## config.mk

```make
export PLATFORM = sky130hd
export DESIGN_NAME = unified_cache_mem_scheduler
export DESIGN_NICKNAME = d
export VERILOG_FILES = /design/src/rtl/unified_cache_mem_scheduler.sv
export SDC_FILE = /design/constraint.sdc
export NUM_CORES = 1
export LEC_CHECK = 0
export BUFFER_PORTS_ARGS = -buffer_cell sky130_fd_sc_hd__buf_2
export CAP_MARGIN = 20
export CORE_AREA = 2 2 235 237
export CTS_BUF_LIST = sky130_fd_sc_hd__clkbuf_4 sky130_fd_sc_hd__clkbuf_8
export DETAILED_ROUTE_END_ITERATION = 8
export DIE_AREA = 0 0 237 239
export PLACE_DENSITY = 0.45
export SKIP_CTS_REPAIR_TIMING = 1
export SYNTH_ARGS = -nofsm -noshare
export SYNTH_HDL_FRONTEND = slang
export SYNTH_SLANG_ARGS = --single-unit
```

## constraint.sdc

```tcl
create_clock -name clk_in -period 8.62 [get_ports clk_in]
set_clock_uncertainty 0.2 [all_clocks]
set_input_delay 0.862 -clock clk_in [delete_from_list [all_inputs] [get_ports clk_in]]
set_output_delay 0.862 -clock clk_in [all_outputs]
set_load 0.01 [all_outputs]
```

## src/rtl/unified_cache_mem_scheduler.sv

```systemverilog
// Purpose : arbitrates the unified cache's single to-mem port between NUM_BANK
//           miss requesters and NUM_BANK writeback requesters. Critical requests
//           win over non-critical, misses win over writebacks unless writebacks
//           have lost STARVATION_LIMIT selections, and each class is round-robin.
//           The winning packet is held in an output register until memory acks it.
// Ports   :
//   clk_in, reset_in (async, active-low)
//   miss_request_*_flatted_in / miss_request_ack_flatted_out : miss requesters
//   wb_request_*_flatted_in   / wb_request_ack_flatted_out   : writeback requesters
//   to_mem_packet_out, to_mem_packet_valid_out, to_mem_packet_ack_in : memory side

module unified_cache_mem_scheduler #(
  parameter int unsigned NUM_BANK         = 4,
  parameter int unsigned PACKET_WIDTH     = 64,
  parameter int unsigned STARVATION_LIMIT = 16
) (
  input  logic                             clk_in,
  input  logic                             reset_in,
  input  logic [NUM_BANK*PACKET_WIDTH-1:0] miss_request_flatted_in,
  input  logic [NUM_BANK-1:0]              miss_request_valid_flatted_in,
  input  logic [NUM_BANK-1:0]              miss_request_critical_flatted_in,
  output logic [NUM_BANK-1:0]              miss_request_ack_flatted_out,
  input  logic [NUM_BANK*PACKET_WIDTH-1:0] wb_request_flatted_in,
  input  logic [NUM_BANK-1:0]              wb_request_valid_flatted_in,
  input  logic [NUM_BANK-1:0]              wb_request_critical_flatted_in,
  output logic [NUM_BANK-1:0]              wb_request_ack_flatted_out,
  output logic [PACKET_WIDTH-1:0]          to_mem_packet_out,
  output logic                             to_mem_packet_valid_out,
  input  logic                             to_mem_packet_ack_in
);

  localparam int unsigned PTR_W = (NUM_BANK > 1) ? $clog2(NUM_BANK) : 1;
  localparam int unsigned CNT_W = $clog2(STARVATION_LIMIT + 1);
  localparam logic [CNT_W-1:0] CNT_LIMIT = CNT_W'(STARVATION_LIMIT);
  localparam logic [PTR_W:0]   NB_EXT    = (PTR_W + 1)'(NUM_BANK);
  localparam logic [PTR_W-1:0] LAST_BANK = PTR_W'(NUM_BANK - 1);

  typedef enum logic {S_IDLE, S_HOLD} state_t;

  state_t                  r_state;
  logic [PTR_W-1:0]        r_ptr_miss;
  logic [PTR_W-1:0]        r_ptr_wb;
  logic [CNT_W-1:0]        r_starve_cnt;
  logic [PACKET_WIDTH-1:0] r_packet;
  logic                    r_valid;
  logic [NUM_BANK-1:0]     r_miss_ack;
  logic [NUM_BANK-1:0]     r_wb_ack;

  logic                    w_any_crit;
  logic                    w_any_valid;
  logic [NUM_BANK-1:0]     w_miss_cand;
  logic [NUM_BANK-1:0]     w_wb_cand;
  logic                    w_sel_wb;
  logic [NUM_BANK-1:0]     w_cand;
  logic [PTR_W-1:0]        w_ptr;
  logic [PTR_W:0]          w_idx_sum;
  logic                    w_found;
  logic [PTR_W-1:0]        w_win_idx;
  logic [PTR_W-1:0]        w_next_ptr;
  logic [NUM_BANK-1:0]     w_win_onehot;
  logic [PACKET_WIDTH-1:0] w_win_pkt;

  // Candidate filtering and class choice
  always_comb begin
    w_any_crit  = (|(miss_request_valid_flatted_in & miss_request_critical_flatted_in)) |
                  (|(wb_request_valid_flatted_in & wb_request_critical_flatted_in));
    w_any_valid = (|miss_request_valid_flatted_in) | (|wb_request_valid_flatted_in);
    w_miss_cand = w_any_crit ? (miss_request_valid_flatted_in & miss_request_critical_flatted_in)
                             : miss_request_valid_flatted_in;
    w_wb_cand   = w_any_crit ? (wb_request_valid_flatted_in & wb_request_critical_flatted_in)
                             : wb_request_valid_flatted_in;
    w_sel_wb    = ((r_starve_cnt == CNT_LIMIT) && (|w_wb_cand)) || !(|w_miss_cand);
    w_cand      = w_sel_wb ? w_wb_cand : w_miss_cand;
    w_ptr       = w_sel_wb ? r_ptr_wb : r_ptr_miss;
  end

  // Round-robin search: first candidate at or above the class pointer, wrapping
  always_comb begin
    w_found   = 1'b0;
    w_win_idx = '0;
    w_idx_sum = '0;
    for (int unsigned i = 0; i < NUM_BANK; i++) begin
      w_idx_sum = {1'b0, w_ptr} + (PTR_W + 1)'(i);
      if (w_idx_sum >= NB_EXT) begin
        w_idx_sum = w_idx_sum - NB_EXT;
      end
      if (!w_found && w_cand[PTR_W'(w_idx_sum)]) begin
        w_found   = 1'b1;
        w_win_idx = PTR_W'(w_idx_sum);
      end
    end
  end

  // Winner packet mux, next pointer and ack one-hot
  always_comb begin
    w_win_pkt = '0;
    for (int unsigned b = 0; b < NUM_BANK; b++) begin
      if (PTR_W'(b) == w_win_idx) begin
        w_win_pkt = w_sel_wb ? wb_request_flatted_in[b*PACKET_WIDTH +: PACKET_WIDTH]
                             : miss_request_flatted_in[b*PACKET_WIDTH +: PACKET_WIDTH];
      end
    end
    w_next_ptr   = (w_win_idx == LAST_BANK) ? '0 : PTR_W'(w_win_idx + 1'b1);
    w_win_onehot = NUM_BANK'(1) << w_win_idx;
  end

  // IDLE/HOLD control with registered packet, valid and ack pulses
  always_ff @(posedge clk_in or negedge reset_in) begin
    if (!reset_in) begin
      r_state      <= S_IDLE;
      r_ptr_miss   <= '0;
      r_ptr_wb     <= '0;
      r_starve_cnt <= '0;
      r_packet     <= '0;
      r_valid      <= 1'b0;
      r_miss_ack   <= '0;
      r_wb_ack     <= '0;
    end else begin
      case (r_state)
        S_IDLE: begin
          r_miss_ack <= '0;
          r_wb_ack   <= '0;
          if (w_any_valid) begin
            r_packet <= w_win_pkt;
            r_valid  <= 1'b1;
            r_state  <= S_HOLD;
            if (w_sel_wb) begin
              r_wb_ack     <= w_win_onehot;
              r_ptr_wb     <= w_next_ptr;
              r_starve_cnt <= '0;
            end else begin
              r_miss_ack <= w_win_onehot;
              r_ptr_miss <= w_next_ptr;
              // only count misses that actually kept a writeback waiting
              if ((|wb_request_valid_flatted_in) && (r_starve_cnt != CNT_LIMIT)) begin
                r_starve_cnt <= r_starve_cnt + 1'b1;
              end
            end
          end
        end
        S_HOLD: begin
          r_miss_ack <= '0;
          r_wb_ack   <= '0;
          if (to_mem_packet_ack_in) begin
            r_packet <= '0;
            r_valid  <= 1'b0;
            r_state  <= S_IDLE;
          end
        end
        default: r_state <= S_IDLE;
      endcase
    end
  end

  assign to_mem_packet_out            = r_packet;
  assign to_mem_packet_valid_out      = r_valid;
  assign miss_request_ack_flatted_out = r_miss_ack;
  assign wb_request_ack_flatted_out   = r_wb_ack;

endmodule

```

# Yosys cells after proc, flatten, opt, wreduce, memory -nomap -nowiden
# Cells that the tools add are included.
# W data, S select, Z words.
# totals
ff_bits,83
output_inout_bits,73
wordCells,111
input_bits,531
# classes
eq_ne,8
bitwise,6
n_reduce_logical,22
mux,49
add_sub_neg,9
magnitude_cmp,8
shift,1
# op_table
cell,count
$mux W64,10
$pmux W64 S2,1
$mux W4,7
$reduce_or A4 Y1,6
$mux W2,10
$pmux W4 S2,2
$lt A2 B3 Y1 const B,4
$mux W1,11
$mux W5,2
$ge A3 B3 Y1 const B,3
$reduce_and A3 Y1,3
$and A4 B4 Y4,2
$bmux W1 S2,4
$sub A2 B1 Y2 const B,4
$add A2 B2 Y3 const B,2
$add A5 B1 Y5 const B,1
$eq A5 B5 Y1 const B,1
$logic_and A1 B1 Y1,5
$ne A5 B5 Y1 const B,1
$eq A2 B2 Y1 const A,2
$logic_not A1 Y1,4
$ne A2 B2 Y1 const B,2
$pmux W1 S2,2
$shl A1 B2 Y4 const A,1
11 further kinds,13

# Logic depth before layout (Yosys ltp)
# depth
depth_word,29
depth_mapped,19

# Least setup slack after synthesis
# Ideal clock, no wire load.
# synth_timing
kind,input port to flip-flop
start,in miss_request_valid_flatted_in[2]
end,reg r_packet[45] (netlist: to_mem_packet_out[45])
required_time_ns,8.294
path_stages,18
arrival_ns,4.535
path_slack_ns,3.759
cell_sequence,a22o_2 > o41ai_2 > a222oi_1 > a21o_1 > and3_1 > a41oi_1 > o21ai_0 > o31ai_1 > a211o_1 > inv_1 > ha_1 > nand2b_1 > clkbuf_1 > buf_1 > a21oi_1 > a211oi_1 > a31oi_1 > a221o_1
# synth_between
elab_chain_cells,29
elab_cells_between_ends,66
cone_classes,7 x add/sub; 4 x order compare; 4 x eq/ne; 33 x mux; 3 x bitwise; 15 x reduce/logical
# synth_lines
item,line,source
start: declaration,20,"input logic [NUM_BANK-1:0] miss_request_valid_flatted_in,"
branches (longest 29 deep; another with $add A2 B1 Y3),-,
end signal: assignment,124,r_packet <= w_win_pkt;
end: declaration,44,logic [PACKET_WIDTH-1:0] r_packet;
# Parallel ways; which one is timed is not known. The select of a mux whose other input is x is not followed.
# A chain may end at the register's enable or synchronous reset.

# Worst setup path after layout
# layout_timing
start,in wb_request_valid_flatted_in[2]
end,reg r_packet[45] (netlist: to_mem_packet_out[45])
# layout_between
elab_chain_cells,29
elab_cells_between_ends,66
cone_classes,7 x add/sub; 4 x order compare; 4 x eq/ne; 33 x mux; 3 x bitwise; 15 x reduce/logical
# layout_lines
item,line,source
start: declaration,24,"input logic [NUM_BANK-1:0] wb_request_valid_flatted_in,"
branches (longest 29 deep; another with $add A2 B1 Y3),-,
# Parallel ways; which one is timed is not known. The select of a mux whose other input is x is not followed.

==> results.cfg <==
[cts]
clockBufferDepth = 2
cts_htree_levels = 3
cts_made_buffers = 9
clock_latency_ns = 0.42
cts_sinks = 83
clockRootBuffer = clkbuf_8
cts.clk_slew.worst_paths_ns = 0.10
cts_tree = built

[timing]
fin_setup_tns_ns = 0
fmax_ghz = 0.151
min_period_over_period = 0.768
worst_pin_slew_ns = 1.03
slew_headroom = 0.314
rsz0062_at_grt = false
period_minus_slack_ns = 6.62
hold_viol_final = 0
setup_violations = 0
slew_viol_final = 0

[grt]
grt_pass1_vias = 11200
grt_overflow_total = 0
grt_pass1_wl_um = 66800
track_usage = 0.155
grt_antenna_before_repair = 1
grt_max_degree = 95

[logic_synthesis]
synth_edf_count = 0
postSynth.asyncResetShare = 1.00
ys_seq_area_frac = 0.265
ys_ff_latch = 83
ys_types = 51
yosysTopAreaCell = nand2_1
synth_nets = 1767
syn_area_sq_um = 7840
synthTopCellsByCount = nand2_1 (592), a21oi_1 (135), dfrtp_1 (83), a211oi_1 (65)
syn_avg_cell_area_sq_um = 6.38
synth_warnings = 0
yosysMostFrequentCell = nand2_1
syn_inst = 1230
ys_top_cells_by_area = nand2_1 (28%), dfrtp_1 (26%), a21oi_1 (8.6%), a221o_1 (8.2%), a211oi_1 (6.2%)
ys.flop_type = dfrtp_1
yosysTopAreaCellShare = 0.283

[worst_setup_path]
worstSetupEndpointType = flip-flop
critPathMaxFanout = 89
r2r_start = r_starve_cnt[0]
slowest_stage = a211oi_1
reg2reg_to = to_mem_packet_out[45]
slowest_delay_ns = 0.80
cp_cell_sequence = buf_2, a22o_2, o41ai_2, a222oi_1, a21o_1, nand2_8, a41oi_1, o21ai_0, o31ai_1, a211o_1, inv_1, ha_1, nand2b_4, a21oi_1, a211oi_1, a31oi_1, a221o_1
cp.required_ns = 8.73
arrival_ns = 6.73
cp-start-kind = input port
reg2regPathDepth = 16
path_class = in -> reg
rrSetupSlack_ns = 2.87

[power_and_ir_drop]
irDropWorstVdd_v = 0.000388
finalPower_mw = 3.05
pwr_density_cell_nw_per_um2 = 261
power_leakage_nw = 6.17

[status]
status = completed

[routing]
vias_per_cell = 4.59
wl_per_cell_um = 18.7
remaining_drc_errors = 0
first_iter_violations = 538
wirelength_um = 46100
dr.pass1.iters = 7
antenna_left = 0
vias = 11300

[floorplanning]
io_pins = 604
dieArea_sq_um = 56600
die_width_um = 237
rows = 86
core_sq_um = 54300
die_h_um = 239
initial_core_util = 0.144

[placed_design]
dp_hpwl_um = 35500
io_buffers = 603
routabilityCongestion = 0.892

[min_path]
hold_class = in -> async

[finish]
nNetsFinal = 2288
drive_above_1_share = 0.372
area_delta_synth_final_pct = 49.1

[job]
max_cap_violations = 0
sequential cells by signal, summed over array words and instances, names as in the netlist:
register                      count
miss_request_ack_flatted_out      4
r_ptr_miss                        2
r_ptr_wb                          2
r_starve_cnt                      5
r_state                           1
to_mem_packet_out                64
to_mem_packet_valid_out           1
wb_request_ack_flatted_out        4
cell families after synthesis:
group / count (synthesis) / share of synthesized area
and+or+nand+nor: 640 / 0.316
AOI/OAI and AO/OA: 371 / 0.330
buffers and inverters: 118 / 0.0625
DFF: 83 / 0.265
muxes: 7 / 0.0115
adders and majority gates: 6 / 0.00957
xor gates and xnor gates: 5 / 0.00558
final cells by class:
| type | count | area, sq um |
|---|---|---|
| multi-input cells | 1029 | 5360 |
| repair buffers | 616 | 3130 |
| clock inverters | 7 | 73.8 |
| flip-flops and latches | 83 | 2080 |
| well taps | 704 | 881 |
| diodes | 1 | 2.50 |
| fillers | 6341 | 42600 |
| clock buffers | 9 | 124 |
| inverters | 12 | 45.0 |
placed cells by master, fill, tap and decap left out, types with 3 or more instances in the layout:
cell,Yosys,final
inv_6,0,3
a221o_1,64,64
nand2_1,592,591
inv_1,12,12
a31oi_1,64,64
o21ai_0,7,7
o41ai_1,6,6
and2_1,4,4
a21oi_1,135,134
a211oi_1,65,65
a22o_2,3,3
xor2_1,4,4
a21o_1,4,4
buf_4,0,13
nor2_1,12,11
buf_2,38,602
nand3_1,9,9
ha_1,6,4
clkbuf_8,0,9
and3_1,10,10
nor3_1,3,3
dfrtp_1,83,83
layer usage:
| layer | routed length, um | track usage |
|---|---|---|
| met4 | 1740 | 0.0769 |
| met2 | 22700 | 0.275 |
| met3 | 3200 | 0.0292 |
| met1 | 18500 | 0.179 |
| met5 | 0 | 0 |
metrics by stage:
stage                     instance area, sq um  cells  setup slack [ns]  utilization  hold slack [ns]
after floorplan                           7840   1230              3.76            -            0.285
after global placement                   11500   2443              1.66        0.211            0.291
after detailed placement                 11500   2444              1.49        0.212            0.292
after CTS                                11700   2460              2.01        0.215            0.195
after global routing                     11700   2461              1.70        0.215            0.241
final                                    11700   2461              2.00        0.215            0.238
worst max-delay path: cells and delay by family:
| kind | cells | cell delay, ns |
|---|---|---|
| AND/OR/NAND/NOR | 2 | 1.11 |
| AO/OA/AOI/OAI | 12 | 4.16 |
| adder cells (fa/ha/maj) | 1 | 0.27 |
| buffers and inverters | 2 | 0.27 |
power breakdown:
group          leakage (nW)  internal, mW  switching, mW  total, mW
registers              1.10         0.509         0.0769      0.585
clock network         0.100         0.136          0.188      0.325
logic                  4.98         0.787           1.36       2.14
total                  6.17          1.43           1.62       3.05
how the worst max path moves through the flow:
stage                                startpoint               endpoint  slack (ns)  cells after the start
2_1_floorplan  miss_request_valid_flatted_in[2]  to_mem_packet_out[45]        3.76                     18
3_3_place_gp   miss_request_valid_flatted_in[2]  to_mem_packet_out[45]        1.66                     17
3_5_place_dp     wb_request_valid_flatted_in[3]  to_mem_packet_out[45]        1.49                     17
4_1_cts        miss_request_valid_flatted_in[2]  to_mem_packet_out[45]        2.01                     17
5_1_grt        miss_request_valid_flatted_in[2]  to_mem_packet_out[44]        1.70                     17
6_report         wb_request_valid_flatted_in[2]  to_mem_packet_out[45]        2.00                     17
Note: power is estimated with default switching activity, not from simulation.
